<file path="config.mk">
export PLATFORM = sky130hd
export DESIGN_NAME = steer_delay_loader
export DESIGN_NICKNAME = d
export VERILOG_FILES = /design/src/rtl/beamformer_pkg.sv /design/src/rtl/sync_rise_det.sv /design/src/rtl/steer_delay_loader.sv
export SDC_FILE = /design/constraint.sdc
export NUM_CORES = 1
export LEC_CHECK = 0
export CORE_MARGIN = 2
export CORE_UTILIZATION = 44
export CTS_CLUSTER_DIAMETER = 40
export DETAILED_ROUTE_END_ITERATION = 7
export GPL_TIMING_DRIVEN = 0
export PLACE_DENSITY_LB_ADDON = 0.2
export SLEW_MARGIN = 40
export SYNTH_ARGS = -nofsm -noshare
export SYNTH_HDL_FRONTEND = slang
export SYNTH_SLANG_ARGS = --single-unit
</file>
<file path="constraint.sdc">
create_clock -name clk -period 4.1 [get_ports clk]
set_clock_uncertainty 0.1 [all_clocks]
set_input_delay 1.23 -clock clk [delete_from_list [all_inputs] [get_ports clk]]
set_output_delay 1.23 -clock clk [all_outputs]
set_load 0.01 [all_outputs]
</file>
<file path="src/rtl/beamformer_pkg.sv">
// Shared constants, state encoding and delay arithmetic for the beamformer steering path.
package beamformer_pkg;

    localparam int GRID_DIM      = 5;
    localparam int NUM_MICS      = GRID_DIM * GRID_DIM;
    localparam int DELAY_W       = 8;
    localparam int ANGLE_W       = 8;
    localparam int ROM_ADDR_W    = 9;
    localparam int ROM_ROW_SHIFT = 6;
    localparam int IDX_W         = 5;
    localparam int COORD_W       = 3;

    localparam logic [COORD_W-1:0] COORD_MAX = COORD_W'(GRID_DIM - 1);

    typedef enum logic [1:0] {
        ST_IDLE   = 2'd0,
        ST_ISSUE  = 2'd1,
        ST_DRAIN  = 2'd2,
        ST_COMMIT = 2'd3
    } load_state_t;

    // Returns {saturated, value}; a carry out clamps the delay to all ones.
    function automatic logic [DELAY_W:0] sat_sum(input logic [DELAY_W-1:0] a,
                                                 input logic [DELAY_W-1:0] b);
        logic [DELAY_W:0] s;
        s = {1'b0, a} + {1'b0, b};
        if (s[DELAY_W]) begin
            sat_sum = {1'b1, {DELAY_W{1'b1}}};
        end else begin
            sat_sum = s;
        end
    endfunction

endpackage

</file>
<file path="src/rtl/sync_rise_det.sv">
// Two-flop synchronizer for an asynchronous control plus rising-edge detection.
module sync_rise_det (
    input  logic clk,
    input  logic rst,
    input  logic i_async,
    output logic o_pulse
);

    logic r_meta;
    logic r_sync;
    logic r_prev;

    // Synchronizer chain and previous-value register for edge detection
    always_ff @(posedge clk) begin
        if (rst) begin
            r_meta <= 1'b0;
            r_sync <= 1'b0;
            r_prev <= 1'b0;
        end else begin
            r_meta <= i_async;
            r_sync <= r_meta;
            r_prev <= r_sync;
        end
    end

    assign o_pulse = r_sync & ~r_prev;

endmodule

</file>
<file path="src/rtl/steer_delay_loader.sv">
// Walks the mic grid, sums ROM horizontal/vertical delays into the shadow delay file, then commits.
module steer_delay_loader
    import beamformer_pkg::*;
(
    input  logic                  clk,
    input  logic                  rst,
    input  logic                  steer_req_async,
    input  logic [ANGLE_W-1:0]    steer_hori,
    input  logic [ANGLE_W-1:0]    steer_vert,
    output logic                  rom_rd_en,
    output logic [ROM_ADDR_W-1:0] rom_addr_hori,
    output logic [ROM_ADDR_W-1:0] rom_addr_vert,
    input  logic [DELAY_W-1:0]    rom_q_hori,
    input  logic [DELAY_W-1:0]    rom_q_vert,
    output logic                  dly_we,
    output logic [IDX_W-1:0]      dly_idx,
    output logic [DELAY_W-1:0]    dly_val,
    output logic                  dly_commit,
    output logic                  busy,
    output logic                  done,
    output logic                  sat_err
);

    logic                w_req_pulse;
    load_state_t         r_state;
    load_state_t         w_state_nxt;
    logic                w_take;
    logic                w_last;
    logic [COORD_W-1:0]  r_row;
    logic [COORD_W-1:0]  r_col;
    logic [IDX_W-1:0]    r_mic;
    logic [ANGLE_W-1:0]  r_hori;
    logic [ANGLE_W-1:0]  r_vert;
    logic                r_pend;
    logic [ANGLE_W-1:0]  r_pend_hori;
    logic [ANGLE_W-1:0]  r_pend_vert;
    logic                r_we;
    logic [IDX_W-1:0]    r_idx;
    logic                r_sat_err;
    logic [DELAY_W:0]    w_sum;

    sync_rise_det u_req_det (
        .clk     (clk),
        .rst     (rst),
        .i_async (steer_req_async),
        .o_pulse (w_req_pulse)
    );

    assign w_last = (r_row == COORD_MAX) && (r_col == COORD_MAX);
    assign w_sum  = sat_sum(rom_q_hori, rom_q_vert);

    // Next-state decode; a request is taken only from IDLE
    always_comb begin
        w_state_nxt = r_state;
        w_take      = 1'b0;
        case (r_state)
            ST_IDLE: begin
                if (w_req_pulse || r_pend) begin
                    w_state_nxt = ST_ISSUE;
                    w_take      = 1'b1;
                end else begin
                    w_state_nxt = ST_IDLE;
                end
            end
            ST_ISSUE: begin
                if (w_last) begin
                    w_state_nxt = ST_DRAIN;
                end else begin
                    w_state_nxt = ST_ISSUE;
                end
            end
            ST_DRAIN:  w_state_nxt = ST_COMMIT;
            ST_COMMIT: w_state_nxt = ST_IDLE;
            default:   w_state_nxt = ST_IDLE;
        endcase
    end

    // State register, grid walk and angle capture
    always_ff @(posedge clk) begin
        if (rst) begin
            r_state <= ST_IDLE;
            r_row   <= '0;
            r_col   <= '0;
            r_mic   <= '0;
            r_hori  <= '0;
            r_vert  <= '0;
        end else begin
            r_state <= w_state_nxt;
            if (w_take) begin
                // A fresh edge carries the newest angles; otherwise replay the queued ones
                r_hori <= w_req_pulse ? steer_hori : r_pend_hori;
                r_vert <= w_req_pulse ? steer_vert : r_pend_vert;
                r_row  <= '0;
                r_col  <= '0;
                r_mic  <= '0;
            end else if (r_state == ST_ISSUE) begin
                if (r_col == COORD_MAX) begin
                    r_col <= '0;
                    r_row <= r_row + COORD_W'(1);
                end else begin
                    r_col <= r_col + COORD_W'(1);
                end
                r_mic <= r_mic + IDX_W'(1);
            end
        end
    end

    // One-deep pending request; newer requests overwrite the queued angles
    always_ff @(posedge clk) begin
        if (rst) begin
            r_pend      <= 1'b0;
            r_pend_hori <= '0;
            r_pend_vert <= '0;
        end else if (w_take) begin
            r_pend <= 1'b0;
        end else if (w_req_pulse && (r_state != ST_IDLE)) begin
            r_pend      <= 1'b1;
            r_pend_hori <= steer_hori;
            r_pend_vert <= steer_vert;
        end
    end

    // Write stage aligned with ROM read latency, plus sticky saturation flag
    always_ff @(posedge clk) begin
        if (rst) begin
            r_we      <= 1'b0;
            r_idx     <= '0;
            r_sat_err <= 1'b0;
        end else begin
            r_we  <= (r_state == ST_ISSUE);
            r_idx <= r_mic;
            if (w_take) begin
                r_sat_err <= 1'b0;
            end else if (r_we && w_sum[DELAY_W]) begin
                r_sat_err <= 1'b1;
            end
        end
    end

    // Output decode from registered state; addresses and data are zero outside their windows
    always_comb begin
        rom_rd_en     = 1'b0;
        rom_addr_hori = '0;
        rom_addr_vert = '0;
        dly_val       = '0;
        if (r_state == ST_ISSUE) begin
            rom_rd_en     = 1'b1;
            rom_addr_hori = (ROM_ADDR_W'(r_col) << ROM_ROW_SHIFT) + ROM_ADDR_W'(r_hori);
            rom_addr_vert = (ROM_ADDR_W'(r_row) << ROM_ROW_SHIFT) + ROM_ADDR_W'(r_vert);
        end else begin
            rom_rd_en = 1'b0;
        end
        if (r_we) begin
            dly_val = w_sum[DELAY_W-1:0];
        end else begin
            dly_val = '0;
        end
    end

    assign dly_we     = r_we;
    assign dly_idx    = r_idx;
    assign dly_commit = (r_state == ST_COMMIT);
    assign done       = (r_state == ST_COMMIT);
    assign busy       = (r_state != ST_IDLE);
    assign sat_err    = r_sat_err;

endmodule

</file>
==> results.sh <==
export IMPL_vdd_drop_max_v=0.0001701
export IMPL_synth_top_cell_area_share_pct=41.10
export IMPL_tns_ps=-774.0
export IMPL_drc_errors=0
export IMPL_start_util_pct=45.80
export IMPL_min_to="u_req_det.r_sync$_SDFF_PP0_"
export IMPL_p_clk_share_pct=28.8
export IMPL_synth_cell_types=43
export IMPL_crit_fanout=6
export IMPL_fin_util_pct=62.25
export IMPL_numCtsBuffers=5
export IMPL_synthFlopType="dfxtp_1"
export IMPL_multi_input_area_um2=1575
export IMPL_row_count=28
export IMPL_swShare_pct=26.11
export IMPL_mappedNetlistArea_um2=2728
export IMPL_crit_slowest_cell="o41a_1"
export IMPL_violations="negative setup slack"
export IMPL_leakage_nw=1.367
export IMPL_p_seq_share_pct=53.9
export IMPL_timing_slew_headroom_pct=67.50
export IMPL_clk_pin_slew_ps=80
export IMPL_cts_tree="built"
export IMPL_via_count=2360
export IMPL_p_switching_mw=0.2698
export IMPL_worst_slew_pin_slew_ps=487.5
export IMPL_status="complete, but fails checks"
export IMPL_ys_ff_latch=56
export IMPL_slowest_delay_ps=420
export IMPL_die_y_um=82.74
export IMPL_arrival_ps=2980
export IMPL_die_area_um2=6845
export IMPL_max_clock_path_buffers=2
export IMPL_root_buffer="clkbuf_8"
export IMPL_hp_start="u_req_det.r_meta$_SDFF_PP0_"
export IMPL_htreeDepth=2
export IMPL_startpoint_type="input port"
export IMPL_hold_class="reg2reg"
export IMPL_whs_path_depth=1
export IMPL_grt_antenna_before_repair=0
export IMPL_antenna_diode_count=0
export IMPL_numPortBuffers=70
export IMPL_core_um2=5956
export IMPL_worstSkewPairLatency_ps=310
export IMPL_drt_wl_total_um=6084
export IMPL_die_w_um=82.74
export IMPL_cp_end_kind="output port"
export IMPL_critPathBufInv=2
export IMPL_fin_crit_ps=4313
export IMPL_ys_seq_area_share_pct=41.10
export IMPL_required_ps=2770
export IMPL_dp_hpwl_um=4324
export IMPL_syn2layout_area_growth_pct=35.92
export IMPL_drt_initial_drc_count=99
export IMPL_power_density_nw_per_um2=278.7
export IMPL_fin_crit_sh_pct=105.2
export IMPL_grt_max_degree=17
export IMPL_drive_above_1_share_pct=11.86
export IMPL_antenna_left=0
export IMPL_post_drt_via_cell_ratio=5.097
export IMPL_area_sequential_um2=1121
export IMPL_place_gp_congestion=0.7689
export IMPL_setup_ws_ps=-213.2
export IMPL_cpLargestDelayFamily="compound AO/OA/AOI/OAI gates"
export IMPL_num_fill_cells=535
export IMPL_synth_nets=357
export IMPL_syn_avg_cell_area_um2=8.972
export IMPL_timing_critical_path_cells="dlygate4sd2_1 > ha_4 > a21o_1 > a221oi_4 > o21ai_2 > o41a_1 > buf_2"
export IMPL_setup_viol=7
export IMPL_reg2reg_to="r_hori[5]$_SDFFE_PP0P_"
export IMPL_clkSinkCount=56
export IMPL_grt_pass1_vias=2128
export IMPL_ff2ff_path_depth=7
export IMPL_syn_inst=304
export IMPL_synth_largest_area_cell="dfxtp_1"
export IMPL_synth_area_top_cells="dfxtp_1 (41%), ha_1 (6.9%), mux2i_1 (6.2%)"
export IMPL_finalHoldViolations=0
export IMPL_grtUsageTotal_pct=18.19
export IMPL_internal_power_mw=0.7636
export IMPL_synth_edf_count=0
export IMPL_r2r_slack_ps=2230
export IMPL_grt_pass1_wl_um=9625
export IMPL_rsz0062_at_grt="yes"
export IMPL_combPwrFrac_pct=17.4
export IMPL_firstDrtPassIters=4
export IMPL_io_pins=72
export IMPL_reg2reg_from="u_req_det.r_sync$_SDFF_PP0_"
export IMPL_synth_most_common_cell="dfxtp_1"
export IMPL_synth_commonest_cells="dfxtp_1 (56), nand2_1 (39), a21oi_1 (25)"
export IMPL_slew_violations=0
export IMPL_cap_violations=0
export IMPL_grt_overflow=0
export IMPL_yosysWarnings=0
export IMPL_synthArstFlopShare_pct=0
export IMPL_cts_hold_buf=0
export IMPL_fmax_mhz=231.8
export IMPL_wl_per_cell_um=13.14
export IMPL_crit_type="in2out"
export IMPL_fin_nets=441
## final cells by class
type                    instances  share of cell area [%]
repair buffers                 77                   19.03
plain buffers                  19                   2.295
inverters                      12                   1.215
multi-input cells             217                   42.49
clock buffers                   6                   1.957
well taps                      75                   2.531
flip-flops and latches         56                   30.24
clock inverters                 1                  0.2362
## power by group through the flow
stage,Combinational [mW],Sequential [mW],Clock [mW]
final,0.179,0.556,0.298
after global routing,0.196,0.558,0.325
after global placement,0.154,0.569,0
after CTS,0.166,0.557,0.305
after floorplan,0.0880,0.568,0
after detailed placement,0.156,0.569,0
## worst max path at each step
stage          depth (start not counted)          start         end  slack, ps
3_5_place_dp                           8  rom_q_hori[0]  dly_val[5]      -1080
2_1_floorplan                          6  rom_q_hori[0]  dly_val[5]        -50
4_1_cts                                8  rom_q_vert[0]  dly_val[5]       -230
6_report                               7  rom_q_hori[4]  dly_val[5]       -210
3_3_place_gp                           8  rom_q_hori[0]  dly_val[5]      -1070
5_1_grt                                8  rom_q_vert[0]  dly_val[5]       -270
## cells in the final DEF (no fill, tap or decap), drive strengths merged, types with 5 or more instances in the layout
master	Yosys	layout
dfxtp	56	56
clkdlybuf4s50	0	50
nand2	39	39
buf	8	26
a21oi	25	25
nor2	24	24
and2	18	18
mux2i	17	17
clkbuf	11	17
ha	15	15
o2bb2ai	12	12
inv	11	12
nor2b	10	10
dlygate4sd2	0	8
o21a	7	7
xor2	7	7
xnor2	5	5
## kinds of logic after synthesis
kind of cell    Yosys count  synth area share, %
mux                      18                6.651
buf+inv                  31                4.770
compound gates           62                15.78
xor+xnor                 12                3.853
fa+ha+maj                18                9.083
simple gates            107                18.76
flops                    56                41.10
## repair_timing
| item | in CTS | in global routing |
|---|---|---|
| setup endpoints to repair | 8 | 8 |
| gates resized for setup | 62 | 7 |
| pin swaps | 10 | 7 |
| setup buffers | 5 | 3 |
## registers in the layout (all words and copies together) (netlist names), 3 cells and up, named ones only
register     cells
dly_idx          5
r_col            3
r_hori           8
r_mic            5
r_pend_hori      8
r_pend_vert      8
r_row            3
r_vert           8
## through the flow
step	std cells	instance area, um2	setup slack [ps]	power [mW]	hold WS, ps
2_1_floorplan	304	2743	-48.13	0.6564	313.8
3_3_place_gp	449	3537	-1069	0.7227	325.0
3_5_place_dp	449	3537	-1083	0.7252	339.2
4_1_cts	461	3659	-230.8	1.028	356.5
5_1_grt	463	3707	-273.1	1.079	377.1
6_report	463	3707	-213.2	1.033	349.2
## routing by layer
| layer | vias to the layer above | track usage [%] | wire [um] |
|---|---|---|---|
| met3 | 9 | 3.478 | 316 |
| li1 | 1210 | - | - |
| met2 | 63 | 30.24 | 2843 |
| met4 | 0 | 5.410 | 79 |
| met5 | - | 0 | 0 |
| met1 | 1078 | 23.94 | 2844 |
Note: power is estimated with default switching activity, not from simulation.
